--- src/rtl/bp_perf_sample_ctrl_if.sv ---
// Snapshot stream channel: 64-bit words with valid/ready plus word-3 and final-snapshot markers.
interface bp_perf_sample_ctrl_if #(
    parameter int cnt_width_p = 64
);
    logic [cnt_width_p-1:0] data_o;
    logic                   v_o;
    logic                   ready_i;
    logic                   last_o;
    logic                   final_o;

    modport master (output data_o, output v_o, output last_o, output final_o, input ready_i);
    modport slave  (input data_o, input v_o, input last_o, input final_o, output ready_i);
endinterface

--- src/rtl/bp_perf_sample_ctrl.sv ---
// Per-core measurement window controller: warmup, measure with periodic snapshots, final report.
module bp_perf_sample_ctrl #(
    parameter int cnt_width_p = 64,
    parameter int cfg_width_p = 32
) (
    input  logic                   clk_i,
    input  logic                   reset_n_i,
    input  logic                   freeze_i,
    input  logic                   en_i,
    input  logic [cfg_width_p-1:0] warmup_instr_i,
    input  logic [cfg_width_p-1:0] measure_instr_i,
    input  logic [cfg_width_p-1:0] sample_period_i,
    input  logic                   stop_i,
    input  logic                   commit_v_i,
    input  logic                   is_debug_mode_i,
    input  logic                   dcache_access_v_i,
    input  logic                   dcache_hit_i,
    bp_perf_sample_ctrl_if.master  stream_if,
    output logic [2:0]             state_o,
    output logic [7:0]             drop_cnt_o
);

    typedef enum logic [2:0] {
        IDLE    = 3'd0,
        WARMUP  = 3'd1,
        MEASURE = 3'd2,
        DRAIN   = 3'd3,
        DONE    = 3'd4
    } state_e;

    state_e                 state_q;
    logic [cfg_width_p-1:0] warmup_q, limit_q, period_q;
    logic [cfg_width_p-1:0] warm_cnt_q, period_cnt_q;
    logic [cnt_width_p-1:0] clk_cnt_q, instr_cnt_q, acc_cnt_q, hit_cnt_q;
    logic [cnt_width_p-1:0] clk_cnt_d, instr_cnt_d, acc_cnt_d, hit_cnt_d;
    logic [cnt_width_p-1:0] shadow_q [4];
    logic [1:0]             word_q;
    logic                   v_q, final_q;
    logic [7:0]             drop_q;

    logic cnt_en, start, limit_hit, window_end, tick_raw, busy, last_xfer;

    function automatic logic [cnt_width_p-1:0] sat_inc(input logic [cnt_width_p-1:0] v, input logic inc);
        return (inc && !(&v)) ? v + cnt_width_p'(1) : v;
    endfunction

    assign cnt_en      = (state_q == MEASURE) && !is_debug_mode_i;
    assign clk_cnt_d   = sat_inc(clk_cnt_q,   cnt_en);
    assign instr_cnt_d = sat_inc(instr_cnt_q, cnt_en && commit_v_i);
    assign acc_cnt_d   = sat_inc(acc_cnt_q,   cnt_en && dcache_access_v_i);
    assign hit_cnt_d   = sat_inc(hit_cnt_q,   cnt_en && dcache_access_v_i && dcache_hit_i);

    assign start      = ((state_q == IDLE) || (state_q == DONE)) && en_i;
    assign limit_hit  = cnt_en && commit_v_i && (limit_q != '0)
                        && (instr_cnt_d == cnt_width_p'(limit_q));
    assign window_end = (state_q == MEASURE) && (stop_i || limit_hit);
    assign tick_raw   = cnt_en && (period_q != '0) && (period_cnt_q == period_q - cfg_width_p'(1));
    // A stream whose last word transfers this cycle is already free for a new capture.
    assign last_xfer  = v_q && stream_if.ready_i && (word_q == 2'd3);
    assign busy       = v_q && !last_xfer;

    always_ff @(posedge clk_i or negedge reset_n_i) begin
        if (!reset_n_i) begin
            state_q      <= IDLE;
            warmup_q     <= '0;
            limit_q      <= '0;
            period_q     <= '0;
            warm_cnt_q   <= '0;
            period_cnt_q <= '0;
            clk_cnt_q    <= '0;
            instr_cnt_q  <= '0;
            acc_cnt_q    <= '0;
            hit_cnt_q    <= '0;
            for (int i = 0; i < 4; i++) shadow_q[i] <= '0;
            word_q       <= '0;
            v_q          <= 1'b0;
            final_q      <= 1'b0;
            drop_q       <= '0;
        end else if (freeze_i) begin
            state_q      <= IDLE;
            warm_cnt_q   <= '0;
            period_cnt_q <= '0;
            clk_cnt_q    <= '0;
            instr_cnt_q  <= '0;
            acc_cnt_q    <= '0;
            hit_cnt_q    <= '0;
            for (int i = 0; i < 4; i++) shadow_q[i] <= '0;
            word_q       <= '0;
            v_q          <= 1'b0;
            final_q      <= 1'b0;
            drop_q       <= '0;
        end else begin
            if (v_q && stream_if.ready_i) begin
                word_q <= word_q + 2'd1;
                if (word_q == 2'd3) v_q <= 1'b0;
            end

            if (start) begin
                state_q      <= WARMUP;
                warmup_q     <= warmup_instr_i;
                limit_q      <= measure_instr_i;
                period_q     <= sample_period_i;
                warm_cnt_q   <= '0;
                period_cnt_q <= '0;
                clk_cnt_q    <= '0;
                instr_cnt_q  <= '0;
                acc_cnt_q    <= '0;
                hit_cnt_q    <= '0;
                final_q      <= 1'b0;
                drop_q       <= '0;
            end else begin
                case (state_q)
                    WARMUP: begin
                        if (warm_cnt_q == warmup_q) state_q <= MEASURE;
                        else if (commit_v_i && !is_debug_mode_i) warm_cnt_q <= warm_cnt_q + cfg_width_p'(1);
                    end
                    MEASURE: begin
                        clk_cnt_q   <= clk_cnt_d;
                        instr_cnt_q <= instr_cnt_d;
                        acc_cnt_q   <= acc_cnt_d;
                        hit_cnt_q   <= hit_cnt_d;
                        if (cnt_en && period_q != '0)
                            period_cnt_q <= tick_raw ? '0 : period_cnt_q + cfg_width_p'(1);
                        // Window end wins over a coincident tick; only the final snapshot is sent.
                        if (window_end) begin
                            state_q <= DRAIN;
                        end else if (tick_raw) begin
                            if (busy) begin
                                if (drop_q != 8'hFF) drop_q <= drop_q + 8'd1;
                            end else begin
                                shadow_q[0] <= clk_cnt_d;
                                shadow_q[1] <= instr_cnt_d;
                                shadow_q[2] <= acc_cnt_d;
                                shadow_q[3] <= hit_cnt_d;
                                v_q         <= 1'b1;
                                word_q      <= 2'd0;
                            end
                        end
                    end
                    DRAIN: begin
                        if (!final_q && !busy) begin
                            shadow_q[0] <= clk_cnt_q;
                            shadow_q[1] <= instr_cnt_q;
                            shadow_q[2] <= acc_cnt_q;
                            shadow_q[3] <= hit_cnt_q;
                            v_q         <= 1'b1;
                            word_q      <= 2'd0;
                            final_q     <= 1'b1;
                        end
                        if (final_q && last_xfer) state_q <= DONE;
                    end
                    default: ;
                endcase
            end
        end
    end

    assign stream_if.data_o  = shadow_q[word_q];
    assign stream_if.v_o     = v_q;
    assign stream_if.last_o  = v_q && (word_q == 2'd3);
    assign stream_if.final_o = v_q && final_q;
    assign state_o           = state_q;
    assign drop_cnt_o        = drop_q;

endmodule
--- src/flat_wrapper.sv ---
// flat-port wrapper written by rule: the top's interface ports become plain ports
module bp_perf_sample_ctrl_flat 
#(
    parameter int cnt_width_p = 64,
    parameter int cfg_width_p = 32
)
  (clk_i, reset_n_i, freeze_i, en_i, warmup_instr_i, measure_instr_i, sample_period_i, stop_i, commit_v_i, is_debug_mode_i, dcache_access_v_i, dcache_hit_i, state_o, drop_cnt_o, stream_if_data_o, stream_if_v_o, stream_if_last_o, stream_if_final_o, stream_if_ready_i);
  bp_perf_sample_ctrl_if #(.cnt_width_p(cnt_width_p)) stream_if_i ();
  input  logic clk_i;
  input  logic reset_n_i;
  input  logic freeze_i;
  input  logic en_i;
  input  logic [cfg_width_p-1:0] warmup_instr_i;
  input  logic [cfg_width_p-1:0] measure_instr_i;
  input  logic [cfg_width_p-1:0] sample_period_i;
  input  logic stop_i;
  input  logic commit_v_i;
  input  logic is_debug_mode_i;
  input  logic dcache_access_v_i;
  input  logic dcache_hit_i;
  output logic [2:0] state_o;
  output logic [7:0] drop_cnt_o;
  output wire logic [$bits(stream_if_i.data_o)-1:0] stream_if_data_o;
  output wire logic [$bits(stream_if_i.v_o)-1:0] stream_if_v_o;
  output wire logic [$bits(stream_if_i.last_o)-1:0] stream_if_last_o;
  output wire logic [$bits(stream_if_i.final_o)-1:0] stream_if_final_o;
  input wire logic [$bits(stream_if_i.ready_i)-1:0] stream_if_ready_i;
  assign stream_if_data_o = stream_if_i.data_o;
  assign stream_if_v_o = stream_if_i.v_o;
  assign stream_if_last_o = stream_if_i.last_o;
  assign stream_if_final_o = stream_if_i.final_o;
  assign stream_if_i.ready_i = stream_if_ready_i;
  bp_perf_sample_ctrl #(.cnt_width_p(cnt_width_p), .cfg_width_p(cfg_width_p)) u_core (.clk_i(clk_i), .reset_n_i(reset_n_i), .freeze_i(freeze_i), .en_i(en_i), .warmup_instr_i(warmup_instr_i), .measure_instr_i(measure_instr_i), .sample_period_i(sample_period_i), .stop_i(stop_i), .commit_v_i(commit_v_i), .is_debug_mode_i(is_debug_mode_i), .dcache_access_v_i(dcache_access_v_i), .dcache_hit_i(dcache_hit_i), .stream_if(stream_if_i), .state_o(state_o), .drop_cnt_o(drop_cnt_o));
endmodule
--- config.mk ---
export PLATFORM = sky130hd
export DESIGN_NAME = bp_perf_sample_ctrl_flat
export DESIGN_NICKNAME = d
export VERILOG_FILES = /design/src/rtl/bp_perf_sample_ctrl_if.sv /design/src/rtl/bp_perf_sample_ctrl.sv /design/src/flat_wrapper.sv
export SDC_FILE = /design/constraint.sdc
export NUM_CORES = 2
export LEC_CHECK = 0
export BUFFER_PORTS_ARGS = -buffer_cell sky130_fd_sc_hd__buf_2
export CAP_MARGIN = 5
export CORE_MARGIN = 2
export CORE_UTILIZATION = 60
export CTS_CLUSTER_DIAMETER = 30
export CTS_CLUSTER_SIZE = 24
export DETAILED_ROUTE_END_ITERATION = 10
export PLACE_DENSITY = 0.78
export SYNTH_ARGS = -nofsm -noshare
export SYNTH_HDL_FRONTEND = slang
export SYNTH_SLANG_ARGS = --single-unit
--- constraint.sdc ---
create_clock -name clk_i -period 7.24 [get_ports clk_i]
set_input_delay 0.362 -clock clk_i [delete_from_list [all_inputs] [get_ports clk_i]]
set_output_delay 0.362 -clock clk_i [all_outputs]
set_load 0.01 [all_outputs]
==> Implementation_results.wiki <==
{| class="wikitable"
! Metric !! Value
|-
| Htree depth || 4
|-
| Number of vias after detailed routing || 40000
|-
| Cells on worst reg2reg path || 13
|-
| Placed cell area || 0.04330 mm²
|-
| Number of sinks on the clock net || 687
|-
| Endpoint required time on the critical path || 7.86 ns
|-
| Category of the most critical setup path || flop to flop
|-
| Post-layout nets || 4842
|-
| CP arrival || between 7 and 8 ns
|-
| Switching Share || 0.2475
|-
| Portion of the clock cycle consumed by the worst path in the final layout || 0.9543
|-
| Count of max-cap constraint violations || 0
|-
| Sequential cell fraction of total power || 0.330
|-
| Latest clock arrival within the worst-skew pair || 0.76 ns
|-
| Share of the synthesized area in the top cell type || 0.4129
|-
| Synth Flop Type || sky130_fd_sc_hd__dfrtp_1
|-
| Run status || finished, final reports clean
|-
| Number of buffers added by the clock tree synthesis step || 155
|-
| Power density relative to cell area || about 250 mW/mm²
|-
| Critical Path Sink Type || flop
|-
| Detailed Route WL || around 150000 µm
|-
| Die boundary width || between 200 and 300 µm
|-
| Largest area contributor in the netlist || sky130_fd_sc_hd__dfrtp_1
|-
| Largest net degree at the start of global routing || 160
|-
| Final TNS setup || 0 ns
|-
| Netlist area before placement || roughly 0.042 mm²
|-
| Remaining global-route overflow || 0
|-
| Maximum fanout encountered on the critical timing path || 65
|-
| Post-placement worst setup slack || 0.7099 ns
|-
| Placeable Area || 0.06871 mm²
|-
| DR iter-0 viols || 6095
|-
| Worst clock skew on the final layout || about 0.065 ns
|-
| Die area || about 0.07 mm²
|-
| EDFF count, synth || 0
|-
| Residual DRC count || 0
|-
| Logic pwr share || 0.063
|-
| Cells after Synth || 4556
|-
| Number of antenna violations at the first check in global routing || 5
|-
| Relative area change from synthesis to final layout || 20.17%
|-
| Synth area leaders || sky130_fd_sc_hd__dfrtp_1 41%, sky130_fd_sc_hd__nand2_1 5.5%, sky130_fd_sc_hd__o21ai_0 4.6%
|-
| Number of distinct library cell variants in the gate-level netlist after synthesis || 86
|-
| Fraction of layout cells with a size suffix above 1 || 0.1636
|-
| Max Root-Sink Buffers || 3
|-
| Number of placement rows || 96
|-
| Max VDD drop || 0.2510 mV
|-
| Post-Synthesis Net Count || 4672
|-
| Clock root buffer || sky130_fd_sc_hd__clkbuf_16
|-
| Starting Density || 0.6061
|-
| PortBufs || 183
|-
| Post-detailed-route wirelength per cell || ~26 µm
|-
| Summed area of non-filler cells in the final layout || 0.05004 mm²
|-
| Transition time at the pin with the least slew margin || 1.102 ns
|-
| Worst relative slew slack || 0.2583
|-
| Pins over their slew limit || 0
|-
| Async S/R FF share, synth || 1.000
|-
| Die boundary height || around 270 µm
|-
| Final ANT Viol Nets || 0
|-
| P_leak || 22.17 nW
|-
| Yosys Warn Count || 0
|-
| TritonCTS clock tree || yes
|-
| Min Clock Period, post-route || 6.909 ns
|-
| Post-Syn Area per Cell || 9.140 µm²
|-
| Worst min-delay path class || input port to flop
|-
| Int Power || 9.472 mW
|-
| Pre-Repair DR Iteration Count || 6
|-
| Final hold violation count || 0
|-
| Vias in the first global route || 37860
|-
| Worst-path clk slew || ~0.040 ns
|-
| Global-route wire length before repair || 233700 µm
|-
| Aggregate global-route resource usage || 0.4292
|-
| Count of pins on the block boundary || 184
|-
| Setup repair after global routing missed its margin || no
|-
| Final core occ || 0.7283
|-
| Register bit count reported by yosys || 687
|-
| Final setup vio count || 0
|-
| Switching power summed over all nets || 3.116 mW
|-
| Clock power share || 0.607
|-
| Max Clk Rate || 0.1447 GHz
|-
| Placer Congestion || 1.094
|-
| Post-route worst setup slack || 0.3306 ns
|-
| Share of the yosys chip area belonging to registers || 0.4129
|-
| Half-perimeter wire length of the detailed placement result || 101700 µm
|-
| Min-Delay Path Depth || 3
|-
| Type of origin of the critical path || flop
|-
| Via count normalized by instance count || about 6.9
|}
[per-layer routing]
layer / vias to the layer above / wire, µm / global-route usage
met5: - / 28 / 0
met4: 4 / 7932 / 0.2040
met3: 521 / 18590 / 0.1024
met2: 2768 / 67140 / 0.6333
met1: 19630 / 59380 / 0.5977
li1: 17080 / - / -
[worst paths after layout]
| kind | start | to | slack (ns) |
|---|---|---|---|
| worst max-delay path | u_core.state_o[0]$_DFFE_PN0P_ | u_core.shadow_q[5]$_DFFE_PN0P_ | 0.33 |
| worst min-delay path | stop_i | u_core.state_o[0]$_DFFE_PN0P_ | 0.07 |
| worst max register to register | u_core.state_o[0]$_DFFE_PN0P_ | u_core.shadow_q[5]$_DFFE_PN0P_ | 0.33 |
| worst min register to register | u_core.shadow_q[25]$_DFFE_PN0P_ | u_core.shadow_q[25]$_DFFE_PN0P_ | 0.52 |
| max in group asynchronous | reset_n_i | u_core.acc_cnt_q[2]$_DFFE_PN0P_ | 5.19 |
| min in group asynchronous | reset_n_i | u_core.period_cnt_q[13]$_DFFE_PN0P_ | 0.20 |
[placed cells by master (no fill, tap or decap), types with 114 or more instances in the layout]
master                      instances
sky130_fd_sc_hd__o211ai_1         191
sky130_fd_sc_hd__mux2_2           114
sky130_fd_sc_hd__o211a_1          145
sky130_fd_sc_hd__buf_2            181
sky130_fd_sc_hd__nor2_1           246
sky130_fd_sc_hd__nand3_1          158
sky130_fd_sc_hd__xnor2_1          212
sky130_fd_sc_hd__clkbuf_16        156
sky130_fd_sc_hd__o21ai_0          385
sky130_fd_sc_hd__xor2_1           146
sky130_fd_sc_hd__dfrtp_1          685
sky130_fd_sc_hd__nand2_1          613
[metrics by stage]
stage,hold WS (ns),cells,power (mW)
after floorplan,0.06641,4556,4.573
after global placement,0.4002,5402,4.899
after detailed placement,0.3997,5402,4.909
after CTS,0.04944,5783,12.55
after global routing,0.09706,5784,12.90
final,0.06698,5785,12.59
[power groups by stage]
stage | Combinational (mW) | Clock [mW] | Sequential (mW)
after floorplan | 0.460 | 0 | 4.11
final | 0.789 | 7.64 | 4.15
after CTS | 0.764 | 7.65 | 4.14
after global placement | 0.705 | 0 | 4.19
after global routing | 0.851 | 7.89 | 4.16
after detailed placement | 0.714 | 0 | 4.20
[flip-flops by register name (all words and copies together) (netlist names), 8 cells and up]
signal	count
u_core.clk_cnt_q	64
u_core.warm_cnt_q	32
u_core.drop_cnt_o	8
u_core.limit_q	32
u_core.acc_cnt_q	64
u_core.hit_cnt_q	64
u_core.period_q	32
u_core.period_cnt_q	32
u_core.warmup_q	32
u_core.instr_cnt_q	64
u_core.shadow_q	256
[critical path, cell delays in order (launching register included)]
cell                        delay (ns)
sky130_fd_sc_hd__dfrtp_1          0.55
sky130_fd_sc_hd__or4b_1           0.99
sky130_fd_sc_hd__nor4_1           1.06
sky130_fd_sc_hd__nand3_1          0.42
sky130_fd_sc_hd__nor3b_1          0.52
sky130_fd_sc_hd__xnor2_1          0.42
sky130_fd_sc_hd__o2111ai_1        0.44
sky130_fd_sc_hd__a2111o_1         0.48
sky130_fd_sc_hd__or4_1            0.59
sky130_fd_sc_hd__nor4b_4          0.32
sky130_fd_sc_hd__buf_4            0.22
sky130_fd_sc_hd__o21ai_4          0.17
sky130_fd_sc_hd__buf_12           0.29
sky130_fd_sc_hd__o211a_1          0.27
[synth_stat cells (all sizes together) (51+ instances only)]
| master | instances |
|---|---|
| o211a | 145 |
| o21ai | 394 |
| xor2 | 146 |
| nor4 | 87 |
| nor3 | 73 |
| and3 | 98 |
| nand3 | 159 |
| mux4 | 64 |
| nand4 | 107 |
| inv | 89 |
| clkbuf | 298 |
| mux2 | 117 |
| o211ai | 192 |
| nor2 | 250 |
| dfrtp | 687 |
| buf | 68 |
| xnor2 | 212 |
| a31oi | 51 |
| o31ai | 107 |
| a21oi | 90 |
| nand2 | 614 |
[kinds of logic (layout without fill, tap and decap cells)]
kind of cell / after synthesis / count (layout) / share of synthesized area
simple gates: 1669 / 1669 / 0.1992
compound gates: 1155 / 1155 / 0.1903
flops: 687 / 687 / 0.4129
buf+inv: 456 / 752 / 0.04315
xor+xnor: 359 / 359 / 0.07584
mux: 220 / 220 / 0.07563
fa+ha+maj: 10 / 10 / 0.003005
other cells: 0 / 2 / 0
[what timing repair did]
action,4_1_cts,5_1_grt
setup buffers,0,0
resized for setup,0,0
hold buffers,98,0
endpoints found under the hold margin,175,0
[cell type report]
| type | instances | area [µm²] |
|---|---|---|
| antenna | 2 | 5.005 |
| clock buffer | 187 | 4220 |
| clock inverter | 96 | 1530 |
| fill | 4883 | 18670 |
| inverter | 90 | 342.8 |
| multi-input combinational | 3413 | 22770 |
| sequential | 687 | 17200 |
| tap | 931 | 1165 |
| timing repair buffer | 379 | 2808 |
Power figures use the tool's default switching activity.
